[config.mk]
export PLATFORM = sky130hd
export DESIGN_NAME = multicycle_step_seq
export DESIGN_NICKNAME = d
export VERILOG_FILES = /design/src/rtl/risc_ctrl_pkg.sv /design/src/rtl/multicycle_step_seq_step_cnt.sv /design/src/rtl/multicycle_step_seq.sv
export SDC_FILE = /design/constraint.sdc
export NUM_CORES = 1
export LEC_CHECK = 0
export ABC_AREA = 1
export CAP_MARGIN = 20
export CORE_UTILIZATION = 43
export CTS_CLUSTER_SIZE = 20
export DETAILED_ROUTE_END_ITERATION = 16
export HOLD_SLACK_MARGIN = 0.03
export PLACE_DENSITY = 0.78
export SETUP_SLACK_MARGIN = 0.1
export SYNTH_ARGS = -nofsm -noshare
export SYNTH_HDL_FRONTEND = slang
export SYNTH_SLANG_ARGS = --single-unit
[constraint.sdc]
create_clock -name clk -period 1.8 [get_ports clk]
set_clock_uncertainty 0.2 [all_clocks]
set_input_delay 0.18 -clock clk [delete_from_list [all_inputs] [get_ports clk]]
set_output_delay 0.18 -clock clk [all_outputs]
set_load 0.005 [all_outputs]
[src/rtl/risc_ctrl_pkg.sv]
// ============================================================================
// Package : risc_ctrl_pkg
// Purpose : Shared types and constants for the multicycle RISC controller
//           step sequencer: the sequencer state enum, the opcode fields that
//           the sequencer decodes itself (OutR, HLT), and the counter ceiling.
// Rev     : 1.0  initial release
// ============================================================================
`default_nettype none

package risc_ctrl_pkg;

  // Sequencer states
  typedef enum logic [2:0] {
    ST_IDLE     = 3'd0,
    ST_RUN      = 3'd1,
    ST_OUT_WAIT = 3'd2,
    ST_HALT     = 3'd3,
    ST_ERR      = 3'd4
  } seq_state_t;

  // System-class major opcode and the two sub-functions handled here
  localparam logic [4:0] OP_SYS   = 5'b11100;
  localparam logic [1:0] SUB_OUTR = 2'b00;
  localparam logic [1:0] SUB_HLT  = 2'b01;

  // Step counter ceiling for the default 3-bit counter
  localparam int CNT_W_DEFAULT = 3;
  localparam int CNT_MAX       = (1 << CNT_W_DEFAULT) - 1;

endpackage : risc_ctrl_pkg

`default_nettype wire

[src/rtl/multicycle_step_seq_step_cnt.sv]
// ============================================================================
// Module  : step_cnt
// Purpose : Step counter for the sequencer. Clear has priority over
//           increment; with neither asserted the count holds.
// Ports   : clk    - rising-edge clock
//           rst_n  - asynchronous active-low reset (count -> 0)
//           clr    - synchronous clear to 0
//           inc    - synchronous increment (modulo 2^W)
//           cnt    - current count
//           at_max - count is all ones
// Rev     : 1.0  initial release
// ============================================================================
`default_nettype none

module step_cnt #(
  parameter int W = 3
) (
  input  logic         clk,
  input  logic         rst_n,
  input  logic         clr,
  input  logic         inc,
  output logic [W-1:0] cnt,
  output logic         at_max
);

  always_ff @(posedge clk or negedge rst_n) begin
    if (!rst_n) begin
      cnt <= '0;
    end else if (clr) begin
      cnt <= '0;
    end else if (inc) begin
      cnt <= cnt + 1'b1;
    end
  end

  assign at_max = (cnt == {W{1'b1}});

endmodule : step_cnt

`default_nettype wire

[src/rtl/multicycle_step_seq.sv]
// ============================================================================
// Module  : multicycle_step_seq
// Purpose : Step sequencer for the multicycle RISC controller. Produces the
//           step count Cnt, latches the instruction register at step 0,
//           restarts the count on Buff_PC (advancing the PC), stalls on
//           MemWait, runs the OutR output handshake, halts on HLT and trips
//           a sticky error when the count reaches its maximum without an
//           end-of-instruction indication.
// Ports   : clk       - rising-edge clock
//           Rst_n     - asynchronous active-low reset
//           Start     - leave IDLE or HALT
//           MemWait   - memory not ready; freezes the sequencer in RUN
//           Ins       - instruction word, sampled at Cnt==0
//           Buff_PC   - end-of-instruction from the external decoder
//           Out_Ack   - output port accepted Out_Valid
//           Cnt       - current step
//           InsM      - IR[15:11]
//           InsL      - IR[1:0]
//           PC_Wr     - PC advance strobe (combinational)
//           Out_Valid - OutR data available
//           Halted    - sequencer is in HALT
//           Err       - watchdog tripped, sticky until reset
// Rev     : 1.0  initial release
// ============================================================================
`default_nettype none

module multicycle_step_seq
  import risc_ctrl_pkg::*;
#(
  parameter int CNT_W = 3,
  parameter int IW    = 16
) (
  input  logic             clk,
  input  logic             Rst_n,
  input  logic             Start,
  input  logic             MemWait,
  input  logic [IW-1:0]    Ins,
  input  logic             Buff_PC,
  input  logic             Out_Ack,
  output logic [CNT_W-1:0] Cnt,
  output logic [4:0]       InsM,
  output logic [1:0]       InsL,
  output logic             PC_Wr,
  output logic             Out_Valid,
  output logic             Halted,
  output logic             Err
);

  seq_state_t state, state_nxt;

  logic [IW-1:0] ir;
  logic          ir_ld;
  logic          cnt_clr;
  logic          cnt_inc;
  logic          cnt_at_max;
  logic          out_valid_nxt;
  logic          halted_nxt;
  logic          err_nxt;

  // --------------------------------------------------------------------------
  // Step counter
  // --------------------------------------------------------------------------
  step_cnt #(
    .W (CNT_W)
  ) u_step_cnt (
    .clk    (clk),
    .rst_n  (Rst_n),
    .clr    (cnt_clr),
    .inc    (cnt_inc),
    .cnt    (Cnt),
    .at_max (cnt_at_max)
  );

  // --------------------------------------------------------------------------
  // Instruction register fields
  // --------------------------------------------------------------------------
  assign InsM = ir[IW-1 -: 5];
  assign InsL = ir[1:0];

  // The middle IR bits are consumed by the datapath decoder, not here.
  logic unused_ir_mid;
  assign unused_ir_mid = ^ir[IW-6:2];

  logic cnt_is_0;
  logic cnt_is_1;
  logic dec_hlt;
  logic dec_outr;

  assign cnt_is_0 = (Cnt == CNT_W'(0));
  assign cnt_is_1 = (Cnt == CNT_W'(1));
  assign dec_hlt  = (InsM == OP_SYS) && (InsL == SUB_HLT);
  assign dec_outr = (InsM == OP_SYS) && (InsL == SUB_OUTR);

  // PC only advances on an un-stalled end-of-instruction while running.
  assign PC_Wr = (state == ST_RUN) && Buff_PC && !MemWait;

  // --------------------------------------------------------------------------
  // State register and registered outputs
  // --------------------------------------------------------------------------
  always_ff @(posedge clk or negedge Rst_n) begin
    if (!Rst_n) begin
      state     <= ST_IDLE;
      ir        <= '0;
      Out_Valid <= 1'b0;
      Halted    <= 1'b0;
      Err       <= 1'b0;
    end else begin
      state     <= state_nxt;
      Out_Valid <= out_valid_nxt;
      Halted    <= halted_nxt;
      Err       <= err_nxt;
      if (ir_ld) begin
        ir <= Ins;
      end
    end
  end

  // --------------------------------------------------------------------------
  // Next-state and control decode
  // --------------------------------------------------------------------------
  always_comb begin
    state_nxt     = state;
    cnt_clr       = 1'b0;
    cnt_inc       = 1'b0;
    ir_ld         = 1'b0;
    out_valid_nxt = Out_Valid;
    halted_nxt    = Halted;
    err_nxt       = Err;

    case (state)
      ST_IDLE: begin
        if (Start) begin
          state_nxt = ST_RUN;
        end
      end

      ST_RUN: begin
        // A stall freezes count, IR and state alike.
        if (!MemWait) begin
          ir_ld = cnt_is_0;
          if (Buff_PC) begin
            // End-of-instruction wins over the HLT/OutR decode at step 1.
            cnt_clr = 1'b1;
          end else if (cnt_is_1 && dec_hlt) begin
            state_nxt  = ST_HALT;
            cnt_clr    = 1'b1;
            halted_nxt = 1'b1;
          end else if (cnt_is_1 && dec_outr) begin
            // Count stays at 1 for the whole handshake.
            state_nxt     = ST_OUT_WAIT;
            out_valid_nxt = 1'b1;
          end else if (cnt_at_max) begin
            // Decoder never ended the instruction: trip the watchdog and
            // leave the count frozen at its maximum.
            state_nxt = ST_ERR;
            err_nxt   = 1'b1;
          end else begin
            cnt_inc = 1'b1;
          end
        end
      end

      ST_OUT_WAIT: begin
        // MemWait is deliberately ignored during the handshake.
        if (Out_Ack) begin
          state_nxt     = ST_RUN;
          out_valid_nxt = 1'b0;
          cnt_inc       = 1'b1;
        end
      end

      ST_HALT: begin
        if (Start) begin
          state_nxt  = ST_RUN;
          halted_nxt = 1'b0;
        end
      end

      ST_ERR: begin
        state_nxt = ST_ERR;
      end

      default: begin
        state_nxt = ST_IDLE;
      end
    endcase
  end

endmodule : multicycle_step_seq

`default_nettype wire

==> results of run 1 <==
area by class of cell:
cell class | instances | area (um2) | share of cell area
sequential | 16 | 403 | 0.274
inverter | 25 | 93.8 | 0.0637
timing repair buffer | 38 | 353 | 0.240
multi-input combinational | 81 | 553 | 0.376
clock buffer | 4 | 36.3 | 0.0246
tap | 27 | 33.8 | 0.0229
state kept, by name (all words and copies together) (netlist names):
register / flops
Err: 1
Halted: 1
Out_Valid: 1
ir: 7
state: 3
u_step_cnt.cnt: 3
cell families (layout without fill, tap and decap cells):
family | count (synthesis) | in the layout
compound gates | 17 | 17
fa+ha+maj | 4 | 4
buf+inv | 26 | 67
flops | 16 | 16
simple gates | 60 | 60
stage by stage:
| stage | cells | hold slack, ns | TNS, ns | power (W) |
|---|---|---|---|---|
| 4_1_cts | 190 | 0.226 | 0 | 0.000708 |
| 6_report | 191 | 0.209 | 0 | 0.000725 |
| 5_1_grt | 191 | 0.229 | 0 | 0.000753 |
| 2_1_floorplan | 123 | -0.316 | 0 | 0.000407 |
| 3_3_place_gp | 178 | 0.253 | 0 | 0.000460 |
| 3_5_place_dp | 178 | 0.259 | -0.00163 | 0.000462 |
cell usage after synthesis:
master / count
nand2_1: 27
nand3b_1: 1
nand4_2: 1
dfrtp_1: 16
ha_1: 4
o21ai_1: 1
o21ai_0: 1
a21oi_1: 4
nor2_2: 1
inv_2: 5
buf_6: 1
nor2_1: 13
o31ai_1: 1
nand3_4: 2
a21oi_2: 5
nand2_2: 2
o21ai_2: 5
nor2_4: 1
nand3_1: 12
inv_1: 20
metal layers:
metal | part of all wire | GRT usage | up-vias | routed length [um]
met2 | 0.54 | 0.347 | 23 | 1250
met4 | 0.012 | 0.0714 | 0 | 29
li1 | - | - | 464 | -
met5 | 0 | 0 | - | 0
met1 | 0.41 | 0.226 | 461 | 963
met3 | 0.038 | 0.0309 | 3 | 88
what timing repair did:
item / CTS / global route
cloned: 0 / 0
setup buffers: 7 / 1
endpoints found under the hold margin: 16 / 0
endpoints found under the setup margin: 4 / 11
pin swaps: 3 / 8
gates resized for setup: 6 / 21
hold buffers: 1 / 0
power groups by stage:
stage	combinational, W	clock, W	sequential, W
floorplan	0.0000279	0	0.000380
global placement	0.0000805	0	0.000379
detailed placement	0.0000824	0	0.000380
CTS	0.0000914	0.000245	0.000372
global route	0.000108	0.000271	0.000374
finish	0.0000970	0.000255	0.000373
worst max-delay path, stage by stage, from the launching register on:
cell	delay, ns
dfrtp_1	0.39
inv_1	0.09
nand2_1	0.10
nor2_4	0.19
nand3_2	0.18
nand2_1	0.15
a21oi_1	0.06
nand3_1	0.12
nand2_1	0.07
worst max-delay path by stage:
stage	slack, ns	depth (start not counted)	endpoint
floorplan	0.19	9	u_step_cnt.cnt[0]
detailed placement	-0.002	5	PC_Wr
global route	0.04	9	state[2]
global placement	0.03	5	PC_Wr
finish	0.15	8	state[2]
CTS	0.1	6	PC_Wr
==> results_dict.tcl, run 1 <==
set metrics [dict create \
    hold-path-endpoint "ir[13]" \
    crit_path_max_fanout 4 \
    clk_pin_slew_worst_paths_ns 0.11 \
    cellLeakagePower_nw 0.732 \
    grt_max_degree 17 \
    fp.coreArea_um2 2040 \
    cts_made_buffers 3 \
    vias 951 \
    synth_area_um2 976 \
    grt_pass1_wl_um 3640 \
    place_congestion 0.815 \
    setup-violations-final 0 \
    maxSlewViolCount 0 \
    fillerInstances 169 \
    worstSetupPathType "flop to flop" \
    rsz0062_at_grt "yes" \
    hold_viol 0 \
    critPathCaptureType "flop" \
    cts_tree "done" \
    grt.overflow.total 0 \
    place_ws_ns -0.00163 \
    drive_gt1_frac 0.311 \
    netlist_instances 123 \
    timing.fmax_ghz 0.607 \
    worst_slew_pin_slew_ns 0.225 \
    whs_path_depth 3 \
    drt_iter0_drc 10 \
    final_common_cell "nand2_1" \
    cts_max_path_buffers 2 \
    ios 36 \
    worstReg2RegStart "ir[11]" \
    ys.warnings.count 0 \
    p_seq_frac 0.514 \
    layout_common_cells "24 x nand2_1, 23 x clkdlybuf4s50_1, 19 x inv_1, 14 x dfrtp_1, 11 x buf_4" \
    p_switching_w 0.000182 \
    synth-simple-area-share 0.303 \
    hold_start "Ins[13]" \
    grt_pass1_vias 888 \
    diodes 0 \
    routedWlPerCell_um 12.2 \
    synth_area_per_cell_um2 7.93 \
    hp-class "primary input to flop" \
    drt_wl_total_um 2330 \
    yosys-top-cells-area "dfrtp_1 41%, nand2_1 10%, inv_1 7.7%" \
    ys_seq_area_frac 0.410 \
    drcViolationCount 0 \
    critPathLaunchType "flop" \
    reg2reg_slack_ns 0.15 \
    switching_share 0.251 \
    area_growth_pct 50.9 \
    critPathArrivalTime_ns 1.65 \
    die_w_um 49.6 \
    maxCapViolCount 0 \
    stdcell_area_um2 1470 \
    rr_endpoint "state[2]" \
    grt_usage 0.192 \
    dieArea_um2 2460 \
    antenna_found_initial 0 \
    row_count 16 \
    syn-num-nets 149 \
    period_share 0.915 \
    fin_util 0.721 \
    status "finished clean" \
    ir_worst_vdd_uv 416 \
    clock-sinks 16 \
    dr.pass1.iters 4 \
    min_period_ns 1.65 \
    synth_top_area_frac 0.410 \
    vias_per_cell 4.98 \
    relSlewSlack 0.849 \
    muxShareOfSynthArea 0 \
    ctsRootBufferMaster "clkbuf_4" \
    placed_cell_area_um2 1280 \
    power_frac_clock 0.352 \
    critPathRequiredTime_ns 1.80 \
    power_frac_comb 0.134 \
    crit_start "ir[11]" \
    synth_top_family_by_area "simple AND/OR/NAND/NOR gates" \
    setup_ws_ns 0.153 \
    ant_nets 0 \
    die-height_um 49.6 \
    synth-compound-area-share 0.128 \
    clock_latency_ns 0.30 \
    synthAdderAreaFrac 0.0513 \
    synth_xor_area_frac 0 \
    yosysTopAreaCell "dfrtp_1" \
    initial_utilization 0.478 \
    nNetsFinal 191 \
    synth.distinct_cells 20 \
    port-buffer-count 26 \
    powerDensity_nw_per_um2 493 \
    p_int_w 0.000543 \
    rr_worst_depth 8 \
    hpwl_um 1500 \
    yosys_register_bits 16 \
    htree_levels 1 \
]
Power figures use the tool's default switching activity.
==> inputs of run 2 (changes only) <==
ABC_AREA = not set   (was 1)
PLACE_DENSITY = 0.79   (was 0.78)
==> results_dict.tcl, run 2 <==
set metrics [dict create \
    synth_area_um2 940 \
    clock_latency_ns 0.30 \
    multiInputGateArea_um2 568 \
    timing.fmax_ghz 0.510 \
    synth.distinct_cells 35 \
    yosysTopAreaCell "dfrtp_1" \
    drcViolationCount 0 \
    cts_tree "done" \
    critPathCaptureType "flop" \
    ys_seq_area_frac 0.426 \
    grt.overflow.total 0 \
    grt_pass1_vias 822 \
    hp-class "flop to flop" \
    synth_ff_type "dfrtp_1" \
    rsz0062_at_grt "yes" \
    antenna_found_initial 0 \
    cellLeakagePower_nw 0.722 \
    netlist_instances 76 \
    maxCapViolCount 0 \
    hold_slack_ns 0.282 \
    die-height_um 48.7 \
    dr.pass1.iters 4 \
    setup_ws_ns -0.162 \
    ios 36 \
    cts_made_buffers 3 \
    violations "setup timing" \
    diodes 0 \
    async_flop_share 1.00 \
    final_common_cell "clkdlybuf4s50_1" \
    cts_max_path_buffers 2 \
    die_w_um 48.7 \
    critPathRequiredTime_ns 1.80 \
    hpwl_um 1630 \
    grt_pass1_wl_um 3640 \
    ir_worst_vdd_uv 408 \
    ctsRootBufferMaster "clkbuf_4" \
    setup-violations-final 12 \
    instances_no_fill 151 \
    fillerInstances 147 \
    grt_usage 0.209 \
    drt_wl_total_um 2300 \
    drive_gt1_frac 0.427 \
    htree_levels 1 \
    synth_area_per_cell_um2 12.4 \
    seqCellArea_um2 402 \
    min_period_ns 1.96 \
    synth_most_common_cell "dfrtp_1" \
    status "finished, violations left" \
    clk_pin_slew_worst_paths_ns 0.11 \
    critPathLaunchType "flop" \
    row_count 16 \
    placed_cells 143 \
    synth_edf_count 0 \
    relSlewSlack 0.734 \
    clock-sinks 16 \
    area_growth_pct 57.1 \
    powerDensity_nw_per_um2 475 \
    worst_slew_pin_slew_ns 0.398 \
    fp.coreArea_um2 2000 \
    layout_common_cells "22 x clkdlybuf4s50_1, 18 x buf_4, 15 x dfrtp_1, 8 x mux2_4" \
    top_regs "ir x7, state x3, u_step_cnt.cnt x3" \
    largest_reg_flops 7 \
    ant_nets 0 \
    drt_iter0_drc 6 \
    period_share 1.09 \
    grt_max_degree 17 \
    ys.warnings.count 0 \
    worstSetupPathType "flop to flop" \
    nNetsFinal 151 \
    routedWlPerCell_um 15.2 \
    vias 793 \
    dieArea_um2 2380 \
    place_congestion 0.797 \
    critPathArrivalTime_ns 1.96 \
    syn-num-nets 102 \
    regMostFlops "ir" \
    crit_path_max_fanout 3 \
    reg2reg_slack_ns -0.16 \
    maxSlewViolCount 0 \
    vias_per_cell 5.25 \
    synth_common_cells "16 x dfrtp_1, 7 x mux2_4, 5 x inv_1" \
    yosys_register_bits 16 \
    yosys-top-cells-area "dfrtp_1 43%, mux2_4 11%, ha_1 5.3%" \
    synth_top_area_frac 0.426 \
    initial_utilization 0.469 \
    port-buffer-count 26 \
    hold_viol 0 \
]
## run 2: cell families after synthesis
logic type,after synthesis,synth area share
AO/OA/AOI/OAI,17,0.142
adder cells (fa/ha/maj),4,0.0533
buffers and inverters,7,0.0400
flip-flops,16,0.426
multiplexers,9,0.134
AND/OR/NAND/NOR,23,0.204
## run 2: power by group
group / internal [W] / total, W / switching, W
Combinational: 0.0000512 / 0.0000849 / 0.0000337
Sequential: 0.000362 / 0.000365 / 0.00000289
Clock: 0.000123 / 0.000251 / 0.000128
## run 2: area by class of cell
class / count / share of cell area
clock buffer: 4 / 0.0246
inverter: 5 / 0.0127
multi-input combinational: 53 / 0.385
sequential: 16 / 0.272
tap: 27 / 0.0229
timing repair buffer: 46 / 0.283
## run 2: timing repair
| action | 4_1_cts | 5_1_grt |
|---|---|---|
| gates resized for setup | 13 | 10 |
| pin swaps | 4 | 4 |
| hold buffers | 1 | 0 |
| endpoints found under the hold margin | 16 | 0 |
| endpoints found under the setup margin | 15 | 19 |
| buffers inserted | 0 | 3 |
## run 2: worst paths after layout
kind,start,cells after the start,to
worst min register to register,Err,1,Err
max in group asynchronous,Rst_n,3,u_step_cnt.cnt[1]
min in group asynchronous,Rst_n,3,state[2]
worst max register to register,u_step_cnt.cnt[1],6,state[0]
worst min-delay path,Err,1,Err
worst max-delay path,u_step_cnt.cnt[1],6,state[0]
## run 2: routing by layer
layer  GRT usage  wire, um  vias up
met5           0         0        -
met4       0.123        68        0
met3      0.0440       104        8
met2       0.370      1210       23
met1       0.227       920      390
li1            -         -      372
## run 2: metrics by stage
step	setup slack (ns)	utilization	power, W	area (um2)	setup TNS, ns
floorplan	-0.0746	-	0.000387	967	-0.270
global placement	-0.175	0.679	0.000444	1360	-1.07
detailed placement	-0.204	0.679	0.000447	1360	-1.55
global route	-0.211	0.738	0.000724	1480	-2.05
finish	-0.162	0.738	0.000701	1480	-1.47
CTS	-0.152	0.715	0.000695	1430	-1.19
## run 2: critical path, stage by stage, from the launching register on
cell and delay [ns]:
dfrtp_1 0.40, inv_2 0.06, ha_2 0.18, and4b_2 0.24, and2_4 0.16, o311ai_4 0.31, mux2_4 0.32
==> inputs of run 3 (changes only) <==
ABC_CLOCK_PERIOD_IN_PS = 1800   (was not set)
CORE_UTILIZATION = 41   (was 43)
PLACE_DENSITY = 0.76   (was 0.79)
==> results_dict.tcl, run 3 (synthesized netlist as in run 2, its figures left out) <==
set metrics [dict create \
    dieArea_um2 2490 \
    grt_max_degree 17 \
    ios 36 \
    die-height_um 49.9 \
    hold_slack_ns 0.278 \
    worstReg2RegStart "u_step_cnt.cnt[0]" \
    drt_iter0_drc 9 \
    critPathArrivalTime_ns 2.02 \
    setup_ws_ns -0.182 \
    final_common_cell "buf_4" \
    fillerInstances 157 \
    relSlewSlack 0.774 \
    clock_latency_ns 0.30 \
    cts_tree "done" \
    rsz0062_at_grt "yes" \
    powerDensity_nw_per_um2 464 \
    vias_per_cell 5.29 \
    violations "setup timing" \
    power_frac_clock 0.362 \
    critPathRequiredTime_ns 1.84 \
    area_growth_pct 61.8 \
    grt_pass1_wl_um 4160 \
    p_int_w 0.000537 \
    p_seq_frac 0.517 \
    rr_endpoint "u_step_cnt.cnt[2]" \
    ctsRootBufferMaster "clkbuf_4" \
    cts_max_path_buffers 2 \
    nNetsFinal 157 \
    min_period_ns 1.98 \
    ir_worst_vdd_uv 337 \
    row_count 16 \
    critPathCaptureType "flop" \
    diodes 0 \
    initial_utilization 0.456 \
    routedWlPerCell_um 16.5 \
    regMostFlops "ir" \
    maxSlewViolCount 0 \
    htree_levels 1 \
    maxCapViolCount 0 \
    setup-violations-final 13 \
    hold_start "Err" \
    placed_cells 145 \
    top_regs "ir x7, state x3, u_step_cnt.cnt x3" \
    grt_pass1_vias 877 \
    vias 830 \
    status "finished, violations left" \
    switching_share 0.238 \
    critPathLaunchType "flop" \
    cellLeakagePower_nw 0.728 \
    cts_made_buffers 3 \
    drcViolationCount 0 \
    hpwl_um 1850 \
    largest_reg_flops 7 \
    ant_nets 0 \
    timing.fmax_ghz 0.504 \
    hold-path-endpoint "Err" \
    whs_path_depth 1 \
    placed_cell_area_um2 1370 \
    hp-class "flop to flop" \
    worst_slew_pin_slew_ns 0.338 \
    p_switching_w 0.000168 \
    crit_path_max_fanout 6 \
    rr_worst_depth 6 \
    dr.pass1.iters 4 \
    die_w_um 49.9 \
    grt.overflow.total 0 \
    clock-sinks 16 \
    place_congestion 0.877 \
    grt_usage 0.236 \
    port-buffer-count 26 \
    hold_viol 0 \
    antenna_found_initial 0 \
    power_frac_comb 0.121 \
    period_share 1.10 \
    reg2reg_slack_ns -0.18 \
    drive_gt1_frac 0.462 \
    clk_pin_slew_worst_paths_ns 0.10 \
    instances_no_fill 157 \
    fin_util 0.737 \
    layout_common_cells "23 x buf_4, 22 x clkdlybuf4s50_1, 13 x dfrtp_1, 8 x mux2_4, 5 x inv_1" \
    total_power_w 0.000705 \
    drt_wl_total_um 2600 \
    fp.coreArea_um2 2060 \
    worstSetupPathType "flop to flop" \
    stdcell_area_um2 1520 \
]
## run 3: repair_timing
action / CTS / global route
resized for setup: 17 / 8
setup buffers: 4 / 3
endpoints found under the hold margin: 16 / 0
endpoints found under the setup margin: 16 / 20
pin swaps: 1 / 1
hold buffers: 1 / 0
gates cloned: 0 / 0
## run 3: how the worst max path moves through the flow
stage	slack [ns]	start	endpoint
final	-0.18	u_step_cnt.cnt[0]	u_step_cnt.cnt[2]
after global routing	-0.25	u_step_cnt.cnt[1]	u_step_cnt.cnt[1]
after CTS	-0.14	u_step_cnt.cnt[1]	u_step_cnt.cnt[1]
after detailed placement	-0.22	u_step_cnt.cnt[1]	u_step_cnt.cnt[2]
after global placement	-0.17	Buff_PC	state[0]
after floorplan	-0.07	u_step_cnt.cnt[0]	u_step_cnt.cnt[2]
## run 3: layout make-up
type | count | area (um2) | area share
multi-input combinational | 53 | 564 | 0.371
clock buffer | 4 | 36.3 | 0.0239
tap | 27 | 33.8 | 0.0222
sequential | 16 | 404 | 0.266
inverter | 5 | 18.8 | 0.0123
timing repair buffer | 52 | 463 | 0.305
## run 3: through the flow
step	TNS, ns	setup slack (ns)
finish	-1.17	-0.182
global route	-1.97	-0.248
CTS	-1.12	-0.139
detailed placement	-1.57	-0.222
global placement	-1.02	-0.167
floorplan	-0.270	-0.0746
## run 3: per-layer routing
| layer | track usage | part of all wire | routed length, um | up-vias |
|---|---|---|---|---|
| li1 | - | - | - | 386 |
| met5 | 0 | 0 | 0 | - |
| met2 | 0.396 | 0.52 | 1360 | 25 |
| met1 | 0.267 | 0.40 | 1050 | 412 |
| met3 | 0.0679 | 0.047 | 123 | 7 |
| met4 | 0.129 | 0.023 | 61 | 0 |
## run 3: power groups by stage
stage | clock network, W | logic [W] | registers, W
finish | 0.000255 | 0.0000853 | 0.000365
global route | 0.000273 | 0.0000911 | 0.000365
CTS | 0.000257 | 0.0000849 | 0.000364
detailed placement | 0 | 0.0000773 | 0.000372
global placement | 0 | 0.0000740 | 0.000371
floorplan | 0 | 0.0000153 | 0.000372
## run 3: worst max-delay path: stages (launching register included)
cell and delay, ns:
dfrtp_1 0.42, ha_2 0.21, ha_4 0.16, or3_4 0.34
a211oi_4 0.30, o21ai_1 0.14, a21oi_2 0.15
